File: src/rtl/nn_host_port_if.sv
// Host-port bundle: command stream, accelerator memory-mapped port, response
// stream and the perf counter. The master modport is the nn_host_port view;
// the slave modport is the view of the host transport plus accelerator.
interface nn_host_port_if #(
    parameter int unsigned MM_DEPTH = 16,
    parameter int unsigned MM_SIZE  = 32,
    parameter int unsigned Q_SIZE   = 16,
    parameter int unsigned LEN_W    = 8
);
    logic                cmd_valid;
    logic                cmd_ready;
    logic                cmd_op;
    logic [MM_DEPTH-1:0] cmd_addr;
    logic [MM_SIZE-1:0]  cmd_data;
    logic [LEN_W-1:0]    cmd_len;
    logic                nn_write_enable;
    logic                nn_busy;
    logic [MM_DEPTH-1:0] nn_write_addr;
    logic [MM_SIZE-1:0]  nn_write_data;
    logic [MM_DEPTH-1:0] nn_read_addr;
    logic [Q_SIZE-1:0]   nn_read_data;
    logic                rsp_valid;
    logic                rsp_ready;
    logic [Q_SIZE-1:0]   rsp_data;
    logic                rsp_last;
    logic [31:0]         perf_stall_cnt;

    modport master (
        input  cmd_valid, cmd_op, cmd_addr, cmd_data, cmd_len,
        input  nn_busy, nn_read_data, rsp_ready,
        output cmd_ready, nn_write_enable, nn_write_addr, nn_write_data,
        output nn_read_addr, rsp_valid, rsp_data, rsp_last, perf_stall_cnt
    );

    modport slave (
        output cmd_valid, cmd_op, cmd_addr, cmd_data, cmd_len,
        output nn_busy, nn_read_data, rsp_ready,
        input  cmd_ready, nn_write_enable, nn_write_addr, nn_write_data,
        input  nn_read_addr, rsp_valid, rsp_data, rsp_last, perf_stall_cnt
    );
endinterface

File: src/rtl/nn_host_port.sv
// nn_host_port: host-side initiator for the accelerator memory-mapped port.
// Single-word WRITE commands are paced by nn_busy; READ bursts issue one
// address per cycle under a response-FIFO credit and return data as a
// valid/ready stream with rsp_last on the final word.
// Optional feature macro: NN_HOST_PERF_EN (busy-stall counter on perf_stall_cnt).
module nn_host_port #(
    parameter int unsigned MM_DEPTH  = 16,
    parameter int unsigned MM_SIZE   = 32,
    parameter int unsigned Q_SIZE    = 16,
    parameter int unsigned LEN_W     = 8,
    parameter int unsigned RD_LAT    = 1,
    parameter int unsigned RSP_DEPTH = 4
) (
    input  logic           clk,
    input  logic           reset,
    nn_host_port_if.master bus
);
    localparam int unsigned PTR_W = (RSP_DEPTH > 1) ? $clog2(RSP_DEPTH) : 1;
    localparam int unsigned CNT_W = $clog2(RSP_DEPTH + 1);

    typedef enum logic [1:0] {ST_IDLE, ST_WRITE, ST_READ, ST_DRAIN} state_t;

    state_t              r_state;
    state_t              w_next;
    logic [MM_DEPTH-1:0] r_wr_addr;
    logic [MM_SIZE-1:0]  r_wr_data;
    logic [MM_DEPTH-1:0] r_rd_addr;
    logic [LEN_W:0]      r_remaining;
    logic [RD_LAT-1:0]   r_if_v;
    logic [RD_LAT-1:0]   r_if_last;
    logic [Q_SIZE-1:0]   r_fifo_data [RSP_DEPTH];
    logic                r_fifo_last [RSP_DEPTH];
    logic [PTR_W-1:0]    r_wptr;
    logic [PTR_W-1:0]    r_rptr;
    logic [CNT_W-1:0]    r_count;

    logic                w_accept;
    logic                w_issue;
    logic                w_credit;
    logic                w_last_issue;
    logic                w_push;
    logic                w_pop;
    logic                w_rsp_valid;
    logic [31:0]         w_inflight;

    assign w_accept     = bus.cmd_valid & bus.cmd_ready;
    assign w_last_issue = (r_remaining == (LEN_W+1)'(1));
    assign w_push       = r_if_v[RD_LAT-1];
    assign w_rsp_valid  = (r_count != '0);
    assign w_pop        = w_rsp_valid & bus.rsp_ready;

    // Credit counts reads still in the latency pipe against free FIFO slots.
    always_comb begin
        w_inflight = '0;
        for (int unsigned i = 0; i < RD_LAT; i++) begin
            w_inflight = w_inflight + 32'(r_if_v[i]);
        end
        w_credit = (32'(r_count) + w_inflight) < 32'(RSP_DEPTH);
    end

    // State register.
    always_ff @(posedge clk) begin
        if (reset) r_state <= ST_IDLE;
        else       r_state <= w_next;
    end

    // Next-state logic; DRAIN exits on the cycle the last word is popped so
    // the FIFO-empty cycle is already IDLE and can accept a command.
    always_comb begin
        w_next = r_state;
        case (r_state)
            ST_IDLE:  if (w_accept) w_next = bus.cmd_op ? ST_READ : ST_WRITE;
            ST_WRITE: if (!bus.nn_busy) w_next = ST_IDLE;
            ST_READ:  if (w_issue && w_last_issue) w_next = ST_DRAIN;
            ST_DRAIN: if (w_inflight == '0 &&
                          (r_count == '0 || (r_count == CNT_W'(1) && w_pop)))
                          w_next = ST_IDLE;
            default:  w_next = ST_IDLE;
        endcase
    end

    // Output decode; write enable follows the current-cycle nn_busy.
    always_comb begin
        bus.cmd_ready       = 1'b0;
        bus.nn_write_enable = 1'b0;
        w_issue             = 1'b0;
        case (r_state)
            ST_IDLE:  bus.cmd_ready       = !reset;
            ST_WRITE: bus.nn_write_enable = !reset && !bus.nn_busy;
            ST_READ:  w_issue             = !reset && w_credit;
            default:  ;
        endcase
    end

    // Command latching, read address/remaining counters, in-flight tags.
    always_ff @(posedge clk) begin
        if (reset) begin
            r_wr_addr   <= '0;
            r_wr_data   <= '0;
            r_rd_addr   <= '0;
            r_remaining <= '0;
            r_if_v      <= '0;
            r_if_last   <= '0;
        end else begin
            if (w_accept) begin
                if (bus.cmd_op) begin
                    r_rd_addr   <= bus.cmd_addr;
                    r_remaining <= {1'b0, bus.cmd_len} + (LEN_W+1)'(1);
                end else begin
                    r_wr_addr <= bus.cmd_addr;
                    r_wr_data <= bus.cmd_data;
                end
            end else if (w_issue) begin
                r_rd_addr   <= r_rd_addr + MM_DEPTH'(1);
                r_remaining <= r_remaining - (LEN_W+1)'(1);
            end
            r_if_v[0]    <= w_issue;
            r_if_last[0] <= w_issue && w_last_issue;
            for (int unsigned i = 1; i < RD_LAT; i++) begin
                r_if_v[i]    <= r_if_v[i-1];
                r_if_last[i] <= r_if_last[i-1];
            end
        end
    end

    // Response FIFO storage; contents are discarded by clearing the count.
    always_ff @(posedge clk) begin
        if (w_push) begin
            r_fifo_data[r_wptr] <= bus.nn_read_data;
            r_fifo_last[r_wptr] <= r_if_last[RD_LAT-1];
        end
    end

    // Response FIFO pointers and occupancy.
    always_ff @(posedge clk) begin
        if (reset) begin
            r_wptr  <= '0;
            r_rptr  <= '0;
            r_count <= '0;
        end else begin
            if (w_push) r_wptr <= (r_wptr == PTR_W'(RSP_DEPTH-1)) ? '0 : r_wptr + PTR_W'(1);
            if (w_pop)  r_rptr <= (r_rptr == PTR_W'(RSP_DEPTH-1)) ? '0 : r_rptr + PTR_W'(1);
            if (w_push && !w_pop)      r_count <= r_count + CNT_W'(1);
            else if (!w_push && w_pop) r_count <= r_count - CNT_W'(1);
        end
    end

    assign bus.nn_write_addr = r_wr_addr;
    assign bus.nn_write_data = r_wr_data;
    assign bus.nn_read_addr  = r_rd_addr;
    assign bus.rsp_valid     = w_rsp_valid;
    assign bus.rsp_data      = r_fifo_data[r_rptr];
    assign bus.rsp_last      = w_rsp_valid & r_fifo_last[r_rptr];

`ifdef NN_HOST_PERF_EN
    logic [31:0] r_stall_cnt;

    // Saturating count of WRITE cycles stalled by nn_busy.
    always_ff @(posedge clk) begin
        if (reset) r_stall_cnt <= '0;
        else if (r_state == ST_WRITE && bus.nn_busy && r_stall_cnt != '1)
            r_stall_cnt <= r_stall_cnt + 32'd1;
    end

    assign bus.perf_stall_cnt = r_stall_cnt;
`else
    assign bus.perf_stall_cnt = '0;
`endif
endmodule
File: src/flat_wrapper.sv
// flat-port wrapper written by rule: the top's interface ports become plain ports
module nn_host_port_flat 
#(
    parameter int unsigned MM_DEPTH  = 16,
    parameter int unsigned MM_SIZE   = 32,
    parameter int unsigned Q_SIZE    = 16,
    parameter int unsigned LEN_W     = 8,
    parameter int unsigned RD_LAT    = 1,
    parameter int unsigned RSP_DEPTH = 4
)
  (clk, reset, bus_cmd_valid, bus_cmd_op, bus_cmd_addr, bus_cmd_data, bus_cmd_len, bus_nn_busy, bus_nn_read_data, bus_rsp_ready, bus_cmd_ready, bus_nn_write_enable, bus_nn_write_addr, bus_nn_write_data, bus_nn_read_addr, bus_rsp_valid, bus_rsp_data, bus_rsp_last, bus_perf_stall_cnt);
  nn_host_port_if #(.MM_DEPTH(MM_DEPTH), .MM_SIZE(MM_SIZE), .Q_SIZE(Q_SIZE), .LEN_W(LEN_W)) bus_i ();
  input  logic clk;
  input  logic reset;
  input wire logic [$bits(bus_i.cmd_valid)-1:0] bus_cmd_valid;
  input wire logic [$bits(bus_i.cmd_op)-1:0] bus_cmd_op;
  input wire logic [$bits(bus_i.cmd_addr)-1:0] bus_cmd_addr;
  input wire logic [$bits(bus_i.cmd_data)-1:0] bus_cmd_data;
  input wire logic [$bits(bus_i.cmd_len)-1:0] bus_cmd_len;
  input wire logic [$bits(bus_i.nn_busy)-1:0] bus_nn_busy;
  input wire logic [$bits(bus_i.nn_read_data)-1:0] bus_nn_read_data;
  input wire logic [$bits(bus_i.rsp_ready)-1:0] bus_rsp_ready;
  output wire logic [$bits(bus_i.cmd_ready)-1:0] bus_cmd_ready;
  output wire logic [$bits(bus_i.nn_write_enable)-1:0] bus_nn_write_enable;
  output wire logic [$bits(bus_i.nn_write_addr)-1:0] bus_nn_write_addr;
  output wire logic [$bits(bus_i.nn_write_data)-1:0] bus_nn_write_data;
  output wire logic [$bits(bus_i.nn_read_addr)-1:0] bus_nn_read_addr;
  output wire logic [$bits(bus_i.rsp_valid)-1:0] bus_rsp_valid;
  output wire logic [$bits(bus_i.rsp_data)-1:0] bus_rsp_data;
  output wire logic [$bits(bus_i.rsp_last)-1:0] bus_rsp_last;
  output wire logic [$bits(bus_i.perf_stall_cnt)-1:0] bus_perf_stall_cnt;
  assign bus_i.cmd_valid = bus_cmd_valid;
  assign bus_i.cmd_op = bus_cmd_op;
  assign bus_i.cmd_addr = bus_cmd_addr;
  assign bus_i.cmd_data = bus_cmd_data;
  assign bus_i.cmd_len = bus_cmd_len;
  assign bus_i.nn_busy = bus_nn_busy;
  assign bus_i.nn_read_data = bus_nn_read_data;
  assign bus_i.rsp_ready = bus_rsp_ready;
  assign bus_cmd_ready = bus_i.cmd_ready;
  assign bus_nn_write_enable = bus_i.nn_write_enable;
  assign bus_nn_write_addr = bus_i.nn_write_addr;
  assign bus_nn_write_data = bus_i.nn_write_data;
  assign bus_nn_read_addr = bus_i.nn_read_addr;
  assign bus_rsp_valid = bus_i.rsp_valid;
  assign bus_rsp_data = bus_i.rsp_data;
  assign bus_rsp_last = bus_i.rsp_last;
  assign bus_perf_stall_cnt = bus_i.perf_stall_cnt;
  nn_host_port #(.MM_DEPTH(MM_DEPTH), .MM_SIZE(MM_SIZE), .Q_SIZE(Q_SIZE), .LEN_W(LEN_W), .RD_LAT(RD_LAT), .RSP_DEPTH(RSP_DEPTH)) u_core (.clk(clk), .reset(reset), .bus(bus_i));
endmodule
File: config.mk
export PLATFORM = sky130hd
export DESIGN_NAME = nn_host_port_flat
export DESIGN_NICKNAME = d
export VERILOG_FILES = /design/src/rtl/nn_host_port_if.sv /design/src/rtl/nn_host_port.sv /design/src/flat_wrapper.sv
export SDC_FILE = /design/constraint.sdc
export NUM_CORES = 1
export LEC_CHECK = 0
export CAP_MARGIN = 10
export CORE_UTILIZATION = 51
export CTS_CLUSTER_SIZE = 30
export DETAILED_ROUTE_END_ITERATION = 8
export PLACE_DENSITY = 0.85
export SYNTH_ARGS = -nofsm -noshare
export SYNTH_HDL_FRONTEND = slang
export SYNTH_SLANG_ARGS = --single-unit
File: constraint.sdc
create_clock -name clk -period 5 [get_ports clk]
set_clock_uncertainty 0.05 [all_clocks]
set_input_delay 1.5 -clock clk [delete_from_list [all_inputs] [get_ports clk]]
set_output_delay 1.5 -clock clk [all_outputs]
set_load 0.02 [all_outputs]
==> load_flow_metrics.sql <==
INSERT INTO impl_metrics (metric_group, metric, value, unit) VALUES
('status', 'outcome', 'finished clean', ''),
('cells_and_area', 'synthToLayoutAreaGrowth', '32.7', '%'),
('critical_path', 'critical-path-max-stage-delay', '690', 'ps'),
('power_and_ir_drop', 'total_power', '3.34', 'mW'),
('routing', 'first_iter_violations', '442', ''),
('routing', 'detail_route.first_pass.iterations', '5', ''),
('logic_synthesis', 'synth_xor_xnor_area_share', '1.19', '%'),
('critical_path', 'critical_path_cell_by_cell', 'clkdlybuf4s50_1, nor4b_1, clkdlybuf4s50_1', ''),
('power_and_ir_drop', 'ir_drop', '0.000252', 'V'),
('cells_and_area', 'register_area', '3760', 'um2'),
('critical_path', 'timing.reg2reg.worst_path_depth', '5', ''),
('cts', 'cts_max_level', '4', ''),
('timing', 'finalMaxSlewViolations', '0', ''),
('critical_path', 'crit_cells', '3', ''),
('critical_path', 'critical_path_end_type', 'primary output', ''),
('cells_and_area', 'final_area', '8790', 'um2'),
('floorplan', 'core.rowCount', '41', ''),
('flow_run', 'timing.max_cap.violations', '0', ''),
('logic_synthesis', 'synth_edf_count', '68', ''),
('cts', 'clk_latency', '420', 'ps'),
('power_and_ir_drop', 'power_density', '380', 'nW/um2'),
('cells_and_area', 'antenna_cells_inserted', '0', ''),
('place', 'globalplace.congestion', '0.872', ''),
('logic_synthesis', 'combinational_family_with_the_most_area_after_synthesis', 'simple AND/OR/NAND/NOR gates', ''),
('timing', 'tightestPinTransition', '919', 'ps'),
('cells_and_area', 'final_cell_count_no_fill', '946', ''),
('critical_path', 'critical_path.slowest_cell', 'clkdlybuf4s50_1', ''),
('floorplan', 'die_width', '116', 'um'),
('timing', 'setup_viol_count_final', '0', ''),
('critical_path', 'critPathLaunchType', 'primary input', ''),
('critical_path', 'worst_setup_path_endpoint', 'bus_nn_write_enable', ''),
('logic_synthesis', 'seq_area_frac_synth', '56.8', '%'),
('critical_path', 'critPathKind', 'in -> out', ''),
('global_routing', 'grt_overflow_total', '0', ''),
('critical_path', 'reg2reg_to', 'u_core.r_remaining[8]$_SDFFE_PP0P_', ''),
('cts', 'cts-buffers-inserted', '17', ''),
('power_and_ir_drop', 'leakage', '3.00', 'nW'),
('logic_synthesis', 'synthAdderAreaFrac', '2.65', '%'),
('timing', 'unrepaired_setup_endpoints_after_global_routing', 'no', ''),
('global_routing', 'grtUsageTotal', '24.9', '%'),
('timing', 'period_needed', '4460', 'ps'),
('global_routing', 'maximum_number_of_pins_on_one_net_before_global_route_repair', '84', ''),
('logic_synthesis', 'ys_seq_elements', '154', ''),
('routing', 'via_count', '5243', ''),
('critical_path', 'ff2ff_setup_slack', '2510', 'ps'),
('routing', 'drcViolationCount', '0', ''),
('floorplan', 'design.core.area', '12600', 'um2'),
('cts', 'clock_pin_transition_on_the_worst_setup_and_hold_timing_paths', '60', 'ps'),
('cts', 'post-cts-setup-buffer-count', '0', ''),
('logic_synthesis', 'synth-compound-area-share', '11.3', '%'),
('critical_path', 'crit_family', 'buffers and inverters', ''),
('cts', 'clockRootBuffer', 'clkbuf_16', ''),
('critical_path', 'reg2reg_from', 'u_core.r_state[0]$_SDFFE_PP0P_', ''),
('place', 'placed_cell_area', '8220', 'um2'),
('critical_path', 'crit_top_cell', 'clkdlybuf4s50_1', ''),
('logic_synthesis', 'most_used_dff_post_synth', 'dfxtp_1', ''),
('global_routing', 'grt_antenna_before_repair', '0', ''),
('routing', 'detail-route-antenna-nets', '0', ''),
('cts', 'post_cts_resize_count', '0', ''),
('cts', 'cts_tree', 'yes', ''),
('logic_synthesis', 'avgSynthCellArea', '10.8', 'um2'),
('min_path', 'timing.hold.worst.class', 'reg -> reg', ''),
('cells_and_area', 'multi_input_comb_area', '2550', 'um2'),
('cells_and_area', 'final_nets', '853', ''),
('logic_synthesis', 'synth.mux.area_fraction', '6.41', '%'),
('logic_synthesis', 'mappedNetlistArea', '6620', 'um2'),
('routing', 'routed_wire_length_per_instance', '16.9', 'um'),
('logic_synthesis', 'asyncSetResetFlopFracSynth', '0', '%'),
('floorplan', 'dieHeight', '116', 'um'),
('cells_and_area', 'layout.filler_cells', '932', ''),
('logic_synthesis', 'yosys_warnings', '0', '');
## worst min-delay path: cells and delay by family (launching register included)
family | cells | cell delay (ps)
AO/OA/AOI/OAI | 1 | 50
AND/OR/NAND/NOR | 1 | 50
flip-flops | 1 | 310
## state kept, by name, summed over array words and instances (netlist names), 3 cells and up, named ones only
signal / flops
u_core.r_count: 3
u_core.r_remaining: 9
u_core.r_fifo_last: 4
u_core.bus.nn_write_data: 32
u_core.bus.nn_write_addr: 16
u_core.r_fifo_data: 64
u_core.bus.nn_read_addr: 16
## Yosys cell counts (12+ instances only)
cell type | count | area (um2)
a21oi_1 | 74 | 370
buf_2 | 12 | 60.1
buf_4 | 32 | 240
clkbuf_1 | 22 | 82.6
dfxtp_1 | 86 | 1720
edfxtp_1 | 68 | 2040
ha_1 | 14 | 175
inv_1 | 12 | 45.0
mux4_2 | 17 | 383
nand2_1 | 121 | 454
nand3_1 | 14 | 70.1
nor2_1 | 20 | 75.1
o21ai_0 | 13 | 65.1
## power by group
group / total (mW) / internal (mW) / switching (mW) / leakage [nW]
clock network: 1.22 / 0.693 / 0.528 / 0.269
logic: 0.702 / 0.345 / 0.356 / 1.42
registers: 1.42 / 1.36 / 0.0533 / 1.31
## layout by cell type, fill, tap and decap left out, drive strengths merged, types with 6 or more instances in the layout
cell	n
clkdlybuf4s50	160
nand2	121
dfxtp	86
a21oi	74
edfxtp	68
conb	32
nor2	20
inv	18
mux4	17
clkbuf	17
nand3	14
ha	14
o21ai	13
nor3	10
and2	10
a211oi	6
nor4	6
and4	6
buf	6
## worst min-delay path by stage
stage / startpoint / end / slack, ps / depth (start not counted)
5_1_grt: u_core.bus.nn_write_addr[4]$_SDFFE_PP0P_ / u_core.bus.nn_write_addr[4]$_SDFFE_PP0P_ / 430 / 2
3_5_place_dp: u_core.bus.nn_write_data[13]$_SDFFE_PP0P_ / u_core.bus.nn_write_data[13]$_SDFFE_PP0P_ / 400 / 2
6_report: u_core.bus.nn_write_data[19]$_SDFFE_PP0P_ / u_core.bus.nn_write_data[19]$_SDFFE_PP0P_ / 400 / 2
4_1_cts: u_core.bus.nn_write_data[1]$_SDFFE_PP0P_ / u_core.bus.nn_write_data[1]$_SDFFE_PP0P_ / 410 / 2
2_1_floorplan: u_core.r_if_last$_SDFF_PP0_ / u_core.r_fifo_last[0]$_DFFE_PP_ / 390 / 0
3_3_place_gp: u_core.bus.nn_write_data[27]$_SDFFE_PP0P_ / u_core.bus.nn_write_data[27]$_SDFFE_PP0P_ / 390 / 2
## routing by layer
| metal | routed length (um) | global-route usage [%] | vias up |
|---|---|---|---|
| met5 | 0 | 0 | - |
| met1 | 6230 | 29.4 | 2516 |
| li1 | - | - | 2440 |
| met3 | 1460 | 8.73 | 27 |
| met2 | 8010 | 41.8 | 260 |
| met4 | 255 | 9.15 | 0 |
## cells by family (layout without fill, tap and decap cells)
| family | Yosys count | after routing |
|---|---|---|
| AND/OR/NAND/NOR | 210 | 210 |
| buffers and inverters | 81 | 210 |
| other | 1 | 32 |
| adder cells (fa/ha/maj) | 14 | 14 |
| XOR/XNOR | 9 | 9 |
| flip-flops | 154 | 154 |
| multiplexers | 21 | 21 |
| AO/OA/AOI/OAI | 124 | 124 |
## cell type report
class                           instances  share of cell area, %
Sequential cell                       154                   42.8
Multi-Input combinational cell        410                   29.1
Timing Repair Buffer                  166                   18.7
Clock buffer                           17                   4.84
Tap cell                              172                   2.45
Clock inverter                         15                   1.61
Inverter                               12                  0.513
## through the flow
| stage | util [%] | hold slack [ps] | setup slack [ps] |
|---|---|---|---|
| after floorplan | - | 388 | 773 |
| after global placement | 65.1 | 392 | 638 |
| after detailed placement | 65.1 | 398 | 576 |
| after CTS | 69.6 | 409 | 576 |
| after global routing | 69.6 | 427 | 538 |
| final | 69.6 | 404 | 540 |
No activity file was read; power rests on OpenSTA's default activity.
